[src/rtl/axi_resp_push_arbiter.sv]
// ---------------------------------------------------------------------------
// axi_resp_push_arbiter: round-robin B/R push arbiter with burst lock-in,
// beat formatting and buffer occupancy tracking.   Rev 1.0
// ---------------------------------------------------------------------------
`default_nettype none

module axi_resp_push_arbiter #(
  parameter  int DEPTH  = 10,
  parameter  int ID_W   = 4,
  parameter  int DATA_W = 32,
  localparam int CNT_W  = $clog2(DEPTH + 1),
  localparam int WORD_W = DATA_W + ID_W + 4
) (
  input  logic              clk,
  input  logic              rst,
  input  logic              b_req_valid,
  input  logic [ID_W-1:0]   b_req_id,
  input  logic [1:0]        b_req_resp,
  output logic              b_req_ready,
  input  logic              r_req_valid,
  input  logic [ID_W-1:0]   r_req_id,
  input  logic [DATA_W-1:0] r_req_data,
  input  logic [1:0]        r_req_resp,
  input  logic              r_req_last,
  output logic              r_req_ready,
  output logic              buf_wr_en,
  output logic [WORD_W-1:0] buf_wr_data,
  input  logic              buf_rd_en,
  output logic [CNT_W-1:0]  count,
  output logic              full,
  output logic              empty,
  output logic              grant_r
);

  localparam logic [0:0] S_IDLE    = 1'b0;
  localparam logic [0:0] S_R_BURST = 1'b1;
  localparam logic       GR_B      = 1'b0;
  localparam logic       GR_R      = 1'b1;

  logic [0:0]        state_q, state_d;
  logic              last_grant_q, last_grant_d;
  logic [CNT_W-1:0]  count_q, count_d;
  logic              wr_en_q;
  logic [WORD_W-1:0] wr_data_q, wr_data_d;

  logic full_w, empty_w, b_hs, r_hs, push, pop;

  assign full_w  = (count_q == CNT_W'(DEPTH));
  assign empty_w = (count_q == '0);

  // Readies look only at registered state, full and the competitor's valid,
  // so they can never depend combinationally on their own valid.
  always_comb begin
    b_req_ready = 1'b0;
    r_req_ready = 1'b0;
    if (!rst && !full_w) begin
      if (state_q == S_IDLE) begin
        b_req_ready = (last_grant_q == GR_R) || !r_req_valid;
        r_req_ready = (last_grant_q == GR_B) || !b_req_valid;
      end else begin
        r_req_ready = 1'b1;
      end
    end
  end

  assign b_hs = b_req_valid & b_req_ready;
  assign r_hs = r_req_valid & r_req_ready;
  assign push = b_hs | r_hs;
  assign pop  = buf_rd_en & !empty_w;

  always_comb begin
    state_d      = state_q;
    last_grant_d = last_grant_q;
    if (b_hs) begin
      last_grant_d = GR_B;
    end
    if (r_hs) begin
      if (r_req_last) begin
        state_d      = S_IDLE;
        last_grant_d = GR_R;
      end else begin
        state_d = S_R_BURST;
      end
    end
  end

  always_comb begin
    count_d = count_q;
    if (push && !pop) begin
      count_d = count_q + CNT_W'(1);
    end else if (pop && !push) begin
      count_d = count_q - CNT_W'(1);
    end
  end

  always_comb begin
    wr_data_d = wr_data_q;
    if (r_hs) begin
      wr_data_d = {1'b1, r_req_id, r_req_resp, r_req_last, r_req_data};
    end else if (b_hs) begin
      wr_data_d = {1'b0, b_req_id, b_req_resp, 1'b1, {DATA_W{1'b0}}};
    end
  end

  always_ff @(posedge clk) begin
    if (rst) begin
      state_q      <= S_IDLE;
      last_grant_q <= GR_R;
      count_q      <= '0;
      wr_en_q      <= 1'b0;
      wr_data_q    <= '0;
    end else begin
      state_q      <= state_d;
      last_grant_q <= last_grant_d;
      count_q      <= count_d;
      wr_en_q      <= push;
      wr_data_q    <= wr_data_d;
    end
  end

  assign buf_wr_en   = wr_en_q;
  assign buf_wr_data = wr_data_q;
  assign count       = count_q;
  assign full        = full_w;
  assign empty       = empty_w;
  assign grant_r     = (state_q == S_R_BURST);

endmodule

`default_nettype wire

[config.mk]
export PLATFORM = sky130hd
export DESIGN_NAME = axi_resp_push_arbiter
export DESIGN_NICKNAME = d
export VERILOG_FILES = /design/src/rtl/axi_resp_push_arbiter.sv
export SDC_FILE = /design/constraint.sdc
export NUM_CORES = 1
export LEC_CHECK = 0
export ABC_CLOCK_PERIOD_IN_PS = 3090
export CORE_MARGIN = 5
export CORE_UTILIZATION = 38
export DETAILED_ROUTE_END_ITERATION = 10
export PLACE_DENSITY = 0.89
export SLEW_MARGIN = 20
export SYNTH_ARGS = -nofsm -noshare
export SYNTH_HDL_FRONTEND = slang
export SYNTH_SLANG_ARGS = --single-unit
export TNS_END_PERCENT = 20
[constraint.sdc]
create_clock -name clk -period 3.09 [get_ports clk]
set_clock_uncertainty 0.1 [all_clocks]
set_input_delay 0.309 -clock clk [delete_from_list [all_inputs] [get_ports clk]]
set_output_delay 0.309 -clock clk [all_outputs]
set_load 0.02 [all_outputs]
== After elaboration in Yosys (flattened, before gate mapping) ==
Cells that the tools add are included.
Storage, ports and cells
  bits in writable memories: 0
  memories: 0
  bits in latches: 0
  bits in read-only memories: 0
  output and inout bits: 50
  word-level logic and storage cells: 40
  input port bits: 50
  register bits: 47
Operators by class
  $lt $le $gt $ge: 0
  shifts and indexed selects: 0
  reduce and logical (&&, ||, !) cells: 15
  bitwise logic cells: 5
  divide/modulo/power cells: 0
  equality and inequality tests: 1
  multiplexer cells: 12
  multiply operators: 0
  add/sub/neg operators: 2
Operators by type and width (number)
  two-way mux 40 bit: 2
  two-way mux 1 bit: 8
  two-way mux 4 bit: 2
  logical NOT 1 bit: 7
  adder 4 x 1 -> 4 bit, second input constant: 1
  == test 4 bit, second input constant: 1
  logical NOT 4 bit: 1
  nonzero test 2 bit: 2
  subtractor 4 x 1 -> 4 bit, second input constant: 1
  AND 1 bit: 3
  logical AND 1 bit: 3
  logical OR 1 bit: 2
  NOT 1 bit: 1
  bitwise OR 1 bit: 1

== Longest topological paths before layout ==
Gate-level depths: netlist (run 1).
  depth in word-level cells: 10
  gate-level depth with buffers: 12
  depth with buffers taken out: 10

== Worst setup path after synthesis (run 1) ==
No wires, ideal clock.
  path kind: register -> register
  start: register count_q[0], in the netlist count[0]
  end: register count_q[3], in the netlist count[3]
  path buffers: 2
  required time: 2.869 ns
  cell stages (with the launch flop): 13
  clock period less this slack: 3.008 ns
  arrival: 2.787 ns
  setup slack: 0.082 ns
  setup time: 0.121 ns
  cell sequence: dfxtp_1 and4bb_4 a211o_1 clkbuf_1 inv_1 buf_2 ha_1 inv_1 ha_1 a21oi_1 a211oi_1 a31oi_1 mux2_2
Between the ends
  cells in the longest elaborated chain, start to end: 9
  elaborated cells on any way between the ends: 20
  classes of those cells: add/sub: 2; eq/ne: 1; mux: 4; bitwise: 4; reduce/logical: 9
Ends and longest elaborated chain
  start: declaration: line 42  | logic [CNT_W-1:0] count_q, count_d;
  start signal: assignment: line 115  | count_q <= count_d;
  == test 4 bit (*): line 48  | assign full_w = (count_q == CNT_W'(DEPTH));
  via full: line 30  | output logic full,
  logical NOT 1 bit (*): line 56  | if (!rst && !full_w) begin
  logical AND 1 bit (*): line 56
  two-way mux 1 bit: line 56
  AND 1 bit, on equally long branches: line 66, 67
  bitwise OR 1 bit (*): line 68  | assign push = b_hs | r_hs;
  via push: line 46  | logic full_w, empty_w, b_hs, r_hs, push, pop;
  logical NOT 1 bit: line 91  | end else if (pop && !push) begin
  logical AND 1 bit: line 91
  nonzero test 2 bit (no source line)
Mark *: on every way through the listed nets, which the timed path passes. The rest lies on a longest branch. The select of a mux whose other input is x is not followed.
A chain may end at the register's enable or synchronous reset.

== Final worst setup path (run 1) ==
  start: register count_q[0], in the netlist count[0]
  end: register count_q[3], in the netlist count[3]
Between the ends
  cells in the longest elaborated chain, start to end: 9
  elaborated cells on any way between the ends: 20
  classes of those cells: add/sub: 2; eq/ne: 1; mux: 4; bitwise: 4; reduce/logical: 9
Ends and longest elaborated chain (line)
  == test 4 bit: 48
  logical NOT 1 bit: 56
  logical AND 1 bit: 56
  two-way mux 1 bit: 56
  AND 1 bit, on equally long branches: 66, 67
  bitwise OR 1 bit: 68
  logical NOT 1 bit: 91
  logical AND 1 bit: 91
  nonzero test 2 bit (no source line)
Several ways; a longest one is shown, not always the timed one. The select of a mux whose other input is x is not followed.

==> results of run 1 <==
stage by stage:
step / cells / hold slack [ns] / instance area, um2 / power, mW / util [%]
2_1_floorplan: 188 / 0.3046 / 1814 / 1.002 / -
3_3_place_gp: 331 / 0.3739 / 2841 / 1.226 / 60.56
3_5_place_dp: 331 / 0.3981 / 2841 / 1.244 / 60.56
4_1_cts: 339 / 0.4187 / 2978 / 1.772 / 63.47
5_1_grt: 339 / 0.4457 / 2978 / 1.841 / 63.47
6_report: 339 / 0.4092 / 2978 / 1.753 / 63.47
sequential cells by signal, indices dropped and copies added (netlist names):
| register | count |
|---|---|
| buf_wr_data | 40 |
| grant_r | 1 |
| buf_wr_en | 1 |
| last_grant_q | 1 |
| count | 4 |
logic make-up after synthesis:
family                     after synthesis
DFF                                     47
and+or+nand+nor                         53
adders and majority gates                4
muxes                                    8
buffers and inverters                   21
xor gates and xnor gates                 2
AOI/OAI and AO/OA                       53
cells in the mapped netlist (all sizes together):
cell / number / share of area (%)
dfxtp: 47 / 52
nor2: 42 / 8.7
a22oi: 32 / 13
clkbuf: 9 / 1.9
a21oi: 8 / 2.2
mux2i: 7 / 3.9
buf: 6 / 1.9
inv: 6 / 1.2
o21ai: 6 / 1.7
ha: 3 / 2.1
a211oi: 2 / 0.83
nand2b: 2 / 0.69
nor4: 2 / 1.5
a211o: 1 / 0.48
a221o: 1 / 0.55
a221oi: 1 / 0.83
a31o: 1 / 0.48
a31oi: 1 / 0.35
and3b: 1 / 0.48
and4bb: 1 / 0.90
fa: 1 / 1.1
mux2: 1 / 0.62
nand3: 1 / 0.28
nor2b: 1 / 0.35
nor3: 1 / 0.28
or2: 1 / 0.35
or3: 1 / 0.35
xnor2: 1 / 0.48
xor2: 1 / 0.48
area by class of cell:
type,instances,area (um2)
well taps,54,67.56
clock inverters,3,67.56
inverters,6,22.52
repair buffers,104,1028
clock buffers,5,68.82
flip-flops and latches,47,940.9
fillers,410,1714
multi-input cells,120,782.0
routing by layer:
| layer | GRT usage, % | vias to the layer above |
|---|---|---|
| met2 | 27.27 | 67 |
| met1 | 19.02 | 796 |
| met5 | 0 | - |
| met3 | 5.556 | 6 |
| li1 | - | 856 |
| met4 | 3.265 | 0 |
critical path, stage by stage (launching register included):
cell and delay, ns:
dfxtp_1 0.48, and4bb_4 0.26, a211o_1 0.30, inv_1 0.09, ha_1 0.16, inv_1 0.09, ha_1 0.33, a21oi_1 0.21
a211oi_1 0.10, a31oi_1 0.16, mux2_2 0.34
report_power, final:
| part | internal, mW | switching (mW) |
|---|---|---|
| clock | 0.322 | 0.201 |
| sequential | 0.658 | 0.0495 |
| combinational | 0.269 | 0.254 |
| total | 1.25 | 0.504 |
how the worst max path moves through the flow:
| stage | slack, ns | cells after the start | to |
|---|---|---|---|
| 2_1_floorplan | 0.08 | 12 | count[3] |
| 3_3_place_gp | 0.31 | 11 | count[3] |
| 3_5_place_dp | 0.19 | 11 | count[3] |
| 4_1_cts | 0.36 | 10 | count[3] |
| 5_1_grt | 0.17 | 10 | count[3] |
| 6_report | 0.36 | 10 | count[3] |
==> results.cfg, run 1 <==
[synth]
synth_nets = 242
synth_compound_area_share_pct = 20.62
synth_area_um2 = 1814
synthAdderAreaFrac_pct = 3.172
ys_seq_area_share_pct = 51.86
synthMuxAreaShare_pct = 4.483
synth-seq-cells = 47
avgSynthCellArea_um2 = 9.650
synth_xor_area_share_pct = 0.9655
yosysUniqueCellTypes = 32
synthSimpleGateAreaFrac_pct = 13.86
synth_top_family_by_area = compound AO/OA/AOI/OAI gates
synthCells = 188
ys_warn_count = 0

[clock_tree]
path_clk_slew_ns = 0.08
ctsResizeCount = 0
clock_latency_ns = 0.29
clockRootBuffer = clkbuf_8
hold_buffers = 0
cts_max_level = 2
post_cts_buffers = 0
tritoncts = yes
cts_max_path_buffers = 2
clock_sinks = 47
numCtsBuffers = 5

[status]
status = complete, no violations

[detailed_routing]
wl_met3_um = 381
drt-total-wl_mm = 5.042
routed-wl-met2_mm = 2.453
met1_length_mm = 2.165
drt_iter0_markers = 121
viasPerCell = 5.088
first_pass_iters = 4
top_layer = met4
drc_errors = 0
wire_per_inst_um = 14.87
ant_nets = 0
route.vias.total = 1725

[worst_setup_path]
r2r_end = count[3]
r2r-start = count[0]
reg2reg_setup_slack_ns = 0.36
end_kind = flop
crit_start = count[0]
arrival_ns = 2.82
cp_max_fo = 6
startpoint_type = flop
crit_type = flop to flop
reg2reg_depth = 10
required_ns = 3.18

[global_route]
antenna_found_initial = 0
grt.overflow.total = 0
grtUsageTotal_pct = 15.83
grt_pass1_wl_mm = 8.052
grt_pass1_vias = 1724
grt_max_degree = 44

[timing]
finalCriticalPeriod_ns = 2.734
worstMarginPinSlew_ns = 0.4401
rsz0062_at_grt = no
hold_viol_final = 0
relSlewSlack_pct = 70.66
fin_tns_setup_ns = 0
setup_slack_ns = 0.3556
post-route-period-util_pct = 88.49
setup_viol = 0
fmax_mhz = 365.7
slew_viol_final = 0

[placed_design]
routabilityCongestion = 0.8086
io_buffers = 99
dp_slack_ns = 0.1915
dpl.hpwl_mm = 3.768

[floorplan]
io_pins = 100
initial_core_util_pct = 38.67
coreArea_um2 = 4692
die_x_um = 79.10
num_rows = 25
die-area_um2 = 6256
die_h_um = 79.10

[layout]
fin_nets = 338
area_delta_synth_final_pct = 64.14
layout_commonest_cell = clkdlybuf4s50_1
insertedDiodeCount = 0
drive_gt1_share_pct = 6.316
final_cell_mix = 99 x clkdlybuf4s50_1, 47 x dfxtp_1, 42 x nor2_1, 32 x a22oi_1, 8 x a21oi_1

[power]
p_leak_nw = 1.126
p_per_area_nw_per_um2 = 588.8
max-vdd-ir-drop_mv = 0.2671

[run]
maxCapViolCount = 0

[hold_path]
whs_path_depth = 1
hp-start = buf_wr_data[39]
min_to = buf_wr_data[39]
hp-class = flop to flop
No activity file was read; power rests on OpenSTA's default activity.
==> inputs of run 2 (changes only) <==
CTS_CLUSTER_DIAMETER = 60   (was not set)
GPL_TIMING_DRIVEN = 0   (was not set)
==> run 2 against run 1 <==
  * Setup slack worse by 0.16 ns
  * Power decreased by 3.8%
  * Via count increased by 2.2%
  * Final cell count rose by 2.4%
  * Flip-flop and latch count stayed put
  * Clock power fell by 13%
  * Utilization up 0.43 points
  * Combinational power hardly changed
  * Routed wire length is 1.2% lower
  * Critical path depth is 1 higher
  * Maximum frequency down 5.5%
  * Critical endpoint unchanged
  * Highest routed layer unchanged
  * Global-route usage about the same
==> results.cfg, run 2 (same netlist as run 1, synthesis figures left out) <==
[status]
status = complete, no violations

[clock_tree]
cts_max_level = 2
cts_max_path_buffers = 2
clock_sinks = 47
post_cts_buffers = 0
tritoncts = yes
clock_latency_ns = 0.28
clockRootBuffer = clkbuf_8
hold_buffers = 0
path_clk_slew_ns = 0.08
numCtsBuffers = 5

[worst_setup_path]
startpoint_type = flop
crit_type = flop to flop
reg2reg_depth = 11
cp_max_fo = 10
arrival_ns = 2.97
r2r_end = count[3]
end_kind = flop
r2r-start = count[2]
reg2reg_setup_slack_ns = 0.20
required_ns = 3.16

[timing]
slew_viol_final = 0
worstMarginPinSlew_ns = 0.5860
post-route-period-util_pct = 93.65
setup_viol = 0
finalCriticalPeriod_ns = 2.894
rsz0062_at_grt = no
hold_viol_final = 0
fmax_mhz = 345.6
relSlewSlack_pct = 60.64
whs_ns = 0.3939

[floorplan]
num_rows = 25
coreArea_um2 = 4692
die_x_um = 79.10
die_h_um = 79.10
initial_core_util_pct = 38.67
die-area_um2 = 6256
io_pins = 100

[layout]
area_delta_synth_final_pct = 65.24
fin_nets = 346
layout_commonest_cell = clkdlybuf4s50_1
finalInstanceArea_um2 = 2998
largest_reg_flops = 40
filler_cell_count = 433
insertedDiodeCount = 0
final_cell_mix = 98 x clkdlybuf4s50_1, 44 x dfxtp_1, 42 x nor2_1, 32 x a22oi_1, 8 x clkbuf_1
drive_gt1_share_pct = 7.850

[power]
p_per_area_nw_per_um2 = 562.7
internal_power_mw = 1.196
p_switching_mw = 0.4914
p_seq_share_pct = 42.0
max-vdd-ir-drop_mv = 0.2871
p_clk_share_pct = 26.9
combPwrFrac_pct = 31.1
p_leak_nw = 1.134
p_sw_share_pct = 29.13

[detailed_routing]
first_pass_iters = 5
wire_per_inst_um = 14.35
ant_nets = 0
drt-total-wl_mm = 4.980
route.vias.total = 1763
viasPerCell = 5.081
drt_iter0_markers = 70
drc_errors = 0

[global_route]
grtUsageTotal_pct = 15.81
antenna_found_initial = 0
grt_pass1_vias = 1745
grt_max_degree = 15
grt.overflow.total = 0
grt_pass1_wl_mm = 8.038

[placed_design]
routabilityCongestion = 0.8053
dpl_cell_area_um2 = 2863
dpl.hpwl_mm = 3.912
io_buffers = 98

[hold_path]
hp-class = flop to flop
hp-start = buf_wr_data[39]
whs_path_depth = 1
min_to = buf_wr_data[39]

[run]
maxCapViolCount = 0
run 2: changes by cell type in the layout (fill, tap and decap cells not counted), moves of 2 or more:
cell	change
clkbuf_1	+8
buf_4	-4
buf_2	+3
dfxtp_1	-3
dfxtp_2	+2
run 2: per-stage QoR:
stage               setup WS [ns]  cells  setup TNS (ns)  utilization [%]  power, mW
floorplan                 0.08226    188               0                -      1.002
global placement          -0.2505    340         -0.2505            61.01      1.224
detailed placement        -0.3092    340         -0.3092            61.01      1.240
CTS                      0.008381    347               0            63.49      1.697
global route              0.04472    347               0            63.89      1.792
finish                     0.1962    347               0            63.89      1.687
run 2: cell type report:
type | count | area (um2) | area share [%]
clock inverters | 2 | 35.03 | 1.169
plain buffers | 14 | 67.56 | 2.254
repair buffers | 98 | 980.9 | 32.72
multi-input cells | 120 | 794.5 | 26.50
flip-flops and latches | 47 | 947.2 | 31.59
clock buffers | 6 | 82.58 | 2.755
inverters | 6 | 22.52 | 0.7513
well taps | 54 | 67.56 | 2.254
run 2: power by group through the flow:
| stage | logic, mW | registers (mW) | clock network, mW |
|---|---|---|---|
| 2_1_floorplan | 0.230 | 0.772 | 0 |
| 3_3_place_gp | 0.511 | 0.714 | 0 |
| 6_report | 0.525 | 0.708 | 0.454 |
| 4_1_cts | 0.525 | 0.705 | 0.467 |
| 3_5_place_dp | 0.523 | 0.717 | 0 |
| 5_1_grt | 0.576 | 0.719 | 0.498 |
run 2: repair_timing:
action                                  CTS  global route
endpoints found under the setup margin    1             1
gates resized for setup                   2             7
cloned                                    0             0
pin swaps                                 0             0
run 2: worst max path at each step:
| stage | start | endpoint | slack [ns] |
|---|---|---|---|
| after floorplan | count[0] | count[3] | 0.08 |
| after global placement | b_req_valid | count[3] | -0.25 |
| after detailed placement | b_req_valid | count[3] | -0.31 |
| after CTS | count[2] | count[3] | 0.008 |
| after global routing | count[2] | count[3] | 0.04 |
| final | count[2] | count[3] | 0.20 |
run 2: routing by layer:
metal | GRT usage, % | vias up | routed length (um)
li1 | - | 873 | -
met1 | 18.56 | 823 | 2097
met2 | 28.87 | 63 | 2494
met3 | 4.535 | 4 | 348
met4 | 2.577 | 0 | 39
met5 | 0 | - | 0
run 2: critical path: stages (launching register included):
cell	delay, ns
dfxtp_2	0.37
and4bb_4	0.26
a211o_4	0.35
inv_1	0.11
buf_4	0.18
ha_1	0.18
inv_1	0.09
ha_1	0.34
a21oi_2	0.18
a211oi_1	0.09
a31oi_1	0.16
mux2_2	0.35
==> inputs of run 3 (changes only) <==
HOLD_SLACK_MARGIN = 0.03   (was not set)
==> results of run 3 <==
No change in the layout: final DEF, timing and power equal those of run 2.
